--- config.mk ---
export PLATFORM = sky130hd
export DESIGN_NAME = f32m_cube_root
export DESIGN_NICKNAME = d
export VERILOG_FILES = /design/src/rtl/f32m_cube_root_pkg.sv /design/src/rtl/f32m_cube_root_ctrl.sv /design/src/rtl/f3m_cubic.sv /design/src/rtl/f3m_neg.sv /design/src/rtl/f32m_cube_root.sv
export SDC_FILE = /design/constraint.sdc
export NUM_CORES = 2
export LEC_CHECK = 0
export ABC_CLOCK_PERIOD_IN_PS = 4700
export CORE_ASPECT_RATIO = 0.6
export CORE_MARGIN = 10
export CORE_UTILIZATION = 30
export CTS_BUF_LIST = sky130_fd_sc_hd__clkbuf_16
export CTS_CLUSTER_SIZE = 40
export DETAILED_ROUTE_END_ITERATION = 10
export DONT_BUFFER_PORTS = 1
export PLACE_DENSITY = 0.54
export SLEW_MARGIN = 0
export SYNTH_ARGS = -nofsm -noshare
export SYNTH_HDL_FRONTEND = slang
export SYNTH_SLANG_ARGS = --single-unit
--- constraint.sdc ---
create_clock -name clk -period 4.7 [get_ports clk]
set_clock_uncertainty 0.1 [all_clocks]
set_input_delay 0.705 -clock clk [delete_from_list [all_inputs] [get_ports clk]]
set_output_delay 0.705 -clock clk [all_outputs]
set_load 0.05 [all_outputs]
--- src/rtl/f32m_cube_root_pkg.sv ---
// Shared constants and GF(3) digit helpers for the GF(3^2m) cube-root engine.
// Digits are 2 bits each: 00=0, 01=1, 10=2.
package f32m_cube_root_pkg;

  localparam int M       = 97;
  localparam int WIDTH   = 2 * M;
  localparam int W2      = 4 * M;
  localparam int CR_ITER = M - 1;
  localparam int CNT_W   = 7;

  // PX = x^97 + x^12 + 2, one 2-bit digit per power
  localparam int PX_TAP = 12;
  localparam logic [2*(M+1)-1:0] PX =
    {2'b01, 168'b0, 2'b01, 22'b0, 2'b10};

  localparam logic [WIDTH-1:0] ZERO = '0;

  function automatic logic [1:0] f3_neg(
    input logic [1:0] x
  );
    return {x[0], x[1]};
  endfunction

  function automatic logic [1:0] f3_add(
    input logic [1:0] x,
    input logic [1:0] y
  );
    logic [2:0] s;
    s = {1'b0, x} + {1'b0, y};
    if (s >= 3'd3) s = s - 3'd3;
    return s[1:0];
  endfunction

  function automatic logic [1:0] f3_mul(
    input logic [1:0] x,
    input logic [1:0] k
  );
    logic [1:0] r;
    r = 2'b00;
    if (k == 2'b01) r = x;
    else if (k == 2'b10) r = f3_neg(x);
    return r;
  endfunction

endpackage

--- src/rtl/f32m_cube_root_ctrl.sv ---
// Sequencer for the cube-root engine: IDLE -> RUN (96 passes) -> FIN.
// Ports: clk, reset (async low), i_start; o_load/o_step/o_fin strobes, o_busy, o_done.
module f32m_cube_root_ctrl
  import f32m_cube_root_pkg::*;
(
  input  logic clk,
  input  logic reset,
  input  logic i_start,
  output logic o_load,
  output logic o_step,
  output logic o_fin,
  output logic o_busy,
  output logic o_done
);

  typedef enum logic [1:0] {
    S_IDLE = 2'd0,
    S_RUN  = 2'd1,
    S_FIN  = 2'd2
  } state_t;

  state_t r_state;
  state_t w_state_n;
  logic [CNT_W-1:0] r_cnt;
  logic [CNT_W-1:0] w_cnt_n;
  logic r_busy;
  logic r_done;

  always_ff @(posedge clk or negedge reset) begin
    if (!reset) begin
      r_state <= S_IDLE;
      r_cnt   <= '0;
      r_busy  <= 1'b0;
      r_done  <= 1'b0;
    end else begin
      r_state <= w_state_n;
      r_cnt   <= w_cnt_n;
      r_done  <= o_fin;
      if (o_load) r_busy <= 1'b1;
      else if (o_fin) r_busy <= 1'b0;
    end
  end

  always_comb begin
    w_state_n = r_state;
    w_cnt_n   = r_cnt;
    o_load    = 1'b0;
    o_step    = 1'b0;
    o_fin     = 1'b0;
    unique case (r_state)
      S_IDLE: begin
        if (i_start) begin
          o_load    = 1'b1;
          w_cnt_n   = '0;
          w_state_n = S_RUN;
        end
      end
      S_RUN: begin
        o_step  = 1'b1;
        w_cnt_n = r_cnt + 7'd1;
        if (r_cnt == CNT_W'(CR_ITER - 1))
          w_state_n = S_FIN;
      end
      S_FIN: begin
        o_fin     = 1'b1;
        w_state_n = S_IDLE;
      end
      default: w_state_n = S_IDLE;
    endcase
  end

  assign o_busy = r_busy;
  assign o_done = r_done;

endmodule

--- src/rtl/f3m_cubic.sv ---
// Frobenius map in GF(3^m): o_c = i_a^3 mod PX.
// Ports: i_a operand, o_c cube. Pure combinational network.
module f3m_cubic
  import f32m_cube_root_pkg::*;
(
  input  logic [WIDTH-1:0] i_a,
  output logic [WIDTH-1:0] o_c
);

  // x^M folds to K0 + KT*x^T (negated low terms of PX)
  localparam logic [1:0] K0 = f3_neg(PX[1:0]);
  localparam logic [1:0] KT = f3_neg(PX[2*PX_TAP +: 2]);

  function automatic logic [WIDTH-1:0] cube(
    input logic [WIDTH-1:0] x
  );
    logic [1:0] p [3*M-2];
    logic [1:0] t;
    logic [WIDTH-1:0] r;
    for (int k = 0; k < 3*M-2; k++) p[k] = 2'b00;
    // char 3: (sum a_i x^i)^3 = sum a_i x^(3i)
    for (int i = 0; i < M; i++) p[3*i] = x[2*i +: 2];
    // fold high powers down; targets stay below d
    for (int d = 3*M-3; d >= M; d--) begin
      t = p[d];
      p[d-M] = f3_add(p[d-M], f3_mul(t, K0));
      p[d-M+PX_TAP] =
        f3_add(p[d-M+PX_TAP], f3_mul(t, KT));
    end
    r = '0;
    for (int i = 0; i < M; i++) r[2*i +: 2] = p[i];
    return r;
  endfunction

  assign o_c = cube(i_a);

endmodule

--- src/rtl/f3m_neg.sv ---
// Digit-wise negation in GF(3^m): swaps the two bits of every digit.
// Ports: i_a operand, o_c = -i_a.
module f3m_neg
  import f32m_cube_root_pkg::*;
(
  input  logic [WIDTH-1:0] i_a,
  output logic [WIDTH-1:0] o_c
);

  always_comb begin
    o_c = '0;
    for (int i = 0; i < M; i++)
      o_c[2*i +: 2] = f3_neg(i_a[2*i +: 2]);
  end

endmodule

--- src/rtl/f32m_cube_root.sv ---
// GF(3^2m) cube root: c = {-(a1^(1/3)), a0^(1/3)} via 96 cubing passes.
// Ports: clk, reset (async low), start, a={a1,a0}; c={c1,c0}, busy, done.
module f32m_cube_root
  import f32m_cube_root_pkg::*;
(
  input  logic          clk,
  input  logic          reset,
  input  logic          start,
  input  logic [W2-1:0] a,
  output logic [W2-1:0] c,
  output logic          busy,
  output logic          done
);

  logic w_load;
  logic w_step;
  logic w_fin;
  logic [W2-1:0] r_r;
  logic [W2-1:0] r_c;
  logic [WIDTH-1:0] w_cube_lo;
  logic [WIDTH-1:0] w_cube_hi;
  logic [WIDTH-1:0] w_neg_hi;

  f32m_cube_root_ctrl u_ctrl (
    .clk     (clk),
    .reset   (reset),
    .i_start (start),
    .o_load  (w_load),
    .o_step  (w_step),
    .o_fin   (w_fin),
    .o_busy  (busy),
    .o_done  (done)
  );

  f3m_cubic u_cube_lo (
    .i_a (r_r[WIDTH-1:0]),
    .o_c (w_cube_lo)
  );

  f3m_cubic u_cube_hi (
    .i_a (r_r[W2-1:WIDTH]),
    .o_c (w_cube_hi)
  );

  f3m_neg u_neg_hi (
    .i_a (r_r[W2-1:WIDTH]),
    .o_c (w_neg_hi)
  );

  always_ff @(posedge clk or negedge reset) begin
    if (!reset) begin
      r_r <= '0;
      r_c <= '0;
    end else begin
      if (w_load) r_r <= a;
      else if (w_step) r_r <= {w_cube_hi, w_cube_lo};
      if (w_fin) r_c <= {w_neg_hi, r_r[WIDTH-1:0]};
    end
  end

  assign c = r_c;

endmodule
==> results.py <==
metrics = {
    "worst_setup_path": {
        "reg2reg_depth": 20,
        "crit_chain": "nor2b_4 -> ha_4 -> inv_2 -> fa_1 -> inv_2 -> ha_4 -> nand2b_4 -> or2_4 -> o21a_1 -> ha_2 -> fa_2 -> ha_4 -> o32a_1 -> ha_2 -> fa_2 -> ha_4 -> nor3_4 -> o32ai_2 -> o21ai_1 -> o21a_1",
        "reg2reg_to": "r_r[25]",
        "slowest_stage": "fa_1",
        "timing.rr.start": "r_r[187]",
        "worstPathRequired_ns": 5.22,
        "cp.arrival_ns": 5.35,
        "cp_slowest_stage_delay_ns": 0.54,
        "reg2reg_setup_slack_ns": -0.13,
        "worstSetupEndpointType": "flop",
        "path_class": "reg -> reg",
        "crit_path_frequent_cell": "ha_4",
        "start_kind": "flop",
        "cp_max_fo": 4,
    },
    "cells_and_area": {
        "drive_above_1_share_pct": 9.56,
        "design_area_sq_um": 63700,
        "multi_input_area_sq_um": 31800,
        "nets": 7616,
        "register_area_sq_um": 19700,
        "fill_cells": 18300,
        "synthToLayoutAreaGrowth_pct": 18.6,
    },
    "logic_synthesis": {
        "synth-edff-count": 0,
        "synthTopCellsByCount": "nand2_1, dfrtp_1, inv_1, a21oi_1, ha_1",
        "syn_nets": 7355,
        "async_reset_ff_share_pct": 100,
        "yosysWarningCount": 0,
        "synth_cell_types": 56,
        "ys.flop_type": "dfrtp_1",
        "synth_cells": 6315,
        "syn_area_sq_um": 53700,
        "synth_top_area_share_pct": 36.6,
        "synthTopCellsByArea": "dfrtp_1, nand2_1, ha_1, fa_1, a21oi_1",
        "yosysSeqAreaShare_pct": 36.6,
        "synth.largest_area_cell": "dfrtp_1",
        "ys_ff_latch": 787,
        "yosysMostFrequentCell": "nand2_1",
        "synth.avg_cell_area_sq_um": 8.51,
    },
    "detailed_routing": {
        "drtIter0Drc": 3989,
        "drt_pre_antenna_iters": 5,
        "remaining_drc_errors": 0,
        "ant_nets": 0,
        "routedWlPerCell_um": 26.1,
        "wl_um": 236000,
        "via_count": 46800,
        "viasPerCell": 5.17,
    },
    "timing": {
        "whs_ns": 0.0607,
        "rsz0062_at_grt": "true",
        "drv_slew": 0,
        "max_freq_ghz": 0.207,
        "setup_viol": 10,
        "fin_crit_sh_pct": 103,
        "max-slew-margin-rel_pct": 25.6,
        "setup_slack_ns": -0.134,
        "worstMarginPinSlew_ns": 1.09,
        "hold_violations": 0,
        "min_period_ns": 4.83,
    },
    "clock_network": {
        "cts.sinks": 787,
        "cts_buffers": 87,
        "clock_latency_ns": 0.70,
        "cts_root_buffer": "clkbuf_16",
        "cts_tree": "yes",
        "clkTransAtPathRegs_ns": 0.06,
        "cts_buffer_depth": 3,
        "h-tree-depth": 3,
    },
    "floorplanning": {
        "die-area_sq_um": 197000,
        "die_w_um": 566,
        "start_util_pct": 30.2,
        "row_count": 120,
        "fp.coreArea_sq_um": 178000,
        "die_y_um": 348,
        "io_pins": 781,
    },
    "worst_hold_path": {
        "hp-start": "a[25]",
        "holdPathStages": 1,
        "min_to": "r_r[25]",
        "hold_class": "in -> reg",
    },
    "placed_design": {
        "post_dp_cell_area_sq_um": 57600,
        "io_buffers": 0,
        "gp_congestion": 0.898,
        "pre_cts_ws_ns": -0.286,
        "dpl.hpwl_um": 185000,
    },
    "run_status": {
        "status": "complete, but fails checks",
        "violations": "setup timing",
    },
    "job": {
        "drv_cap": 0,
    },
    "global_routing": {
        "grt.total_usage_pct": 22.9,
        "overflow": 0,
        "grt_max_degree": 788,
        "antenna_found_initial": 53,
        "grt_pass1_vias": 46200,
        "grt_pass1_wl_um": 335000,
    },
}
## worst max path at each step
stage / end / cells past startpoint / from / slack (ns)
3_5_place_dp: r_r[213] / 22 / r_r[387] / -0.29
4_1_cts: r_r[25] / 19 / r_r[187] / -0.12
2_1_floorplan: r_r[1] / 24 / r_r[186] / -0.03
3_3_place_gp: r_r[237] / 22 / r_r[387] / -0.19
5_1_grt: r_r[19] / 23 / r_r[193] / -0.28
6_report: r_r[25] / 20 / r_r[187] / -0.13
## per-layer routing
layer  global-route usage [%]  vias up  routed length (um)
li1                         -    21700                   -
met1                     30.8    23300              104000
met2                     36.0     1420              105000
met3                     6.56      287               19500
met4                     6.50       30                7250
met5                        0        -                 165
## cells by family after synthesis
kind of cell	after synthesis	synth area share, %
simple gates	2610	23.1
compound gates	1418	15.5
buf+inv	838	6.44
flops	787	36.6
fa+ha+maj	649	18.1
mux	11	0.221
xor+xnor	2	0.0326
## worst max-delay path: cells and delay by family (launching register included)
kind            cells  cell delay [ns]
flops               1             0.43
buf+inv             2             0.10
simple gates        4             0.74
compound gates      5             0.80
fa+ha+maj           9             2.59
## timing repair
action                                 4_1_cts  5_1_grt
gates resized for setup                    114       95
pin swaps                                   93      101
setup endpoints to repair                   32       33
setup buffers                               36       19
hold buffers                               161        1
endpoints found under the hold margin      949       46
## final cells by class
type	count	share of cell area [%]
multi-input combinational	4690	49.9
sequential	787	30.9
timing repair buffer	429	6.29
tap	2379	4.67
clock buffer	89	3.49
inverter	581	3.44
clock inverter	69	1.20
antenna	20	0.0785
## layout by cell type, fill, tap and decap left out, drive strengths merged, types with 89 or more instances in the layout
cell	Yosys	routed
nor3b	100	100
o21ai	473	473
nor2	251	251
dfrtp	787	787
fa	214	214
nand4b	119	119
nor3	91	91
nor2b	394	394
clkbuf	69	89
buf	188	267
dlygate4sd3	0	162
ha	435	435
a211o	95	95
o211ai	132	132
nand2	1463	1463
inv	581	600
a21oi	557	557
## through the flow
stage               setup TNS, ns  cells  utilization, %
detailed placement          -4.73   8645            32.3
global placement           -0.732   8645            32.3
CTS                        -0.603   9000            35.3
global route                -4.74   9038            35.8
finish                     -0.492   9044            35.8
floorplan                 -0.0478   6315               -
## sequential cells by signal (all words and copies together), names as in the netlist
register        flops
c                 388
r_r               388
u_ctrl.o_busy       1
u_ctrl.o_done       1
u_ctrl.r_cnt        7
u_ctrl.r_state      2
Power is not shown: default switching activity piles up to over one toggle a cycle in this logic, so the estimate is an artifact.
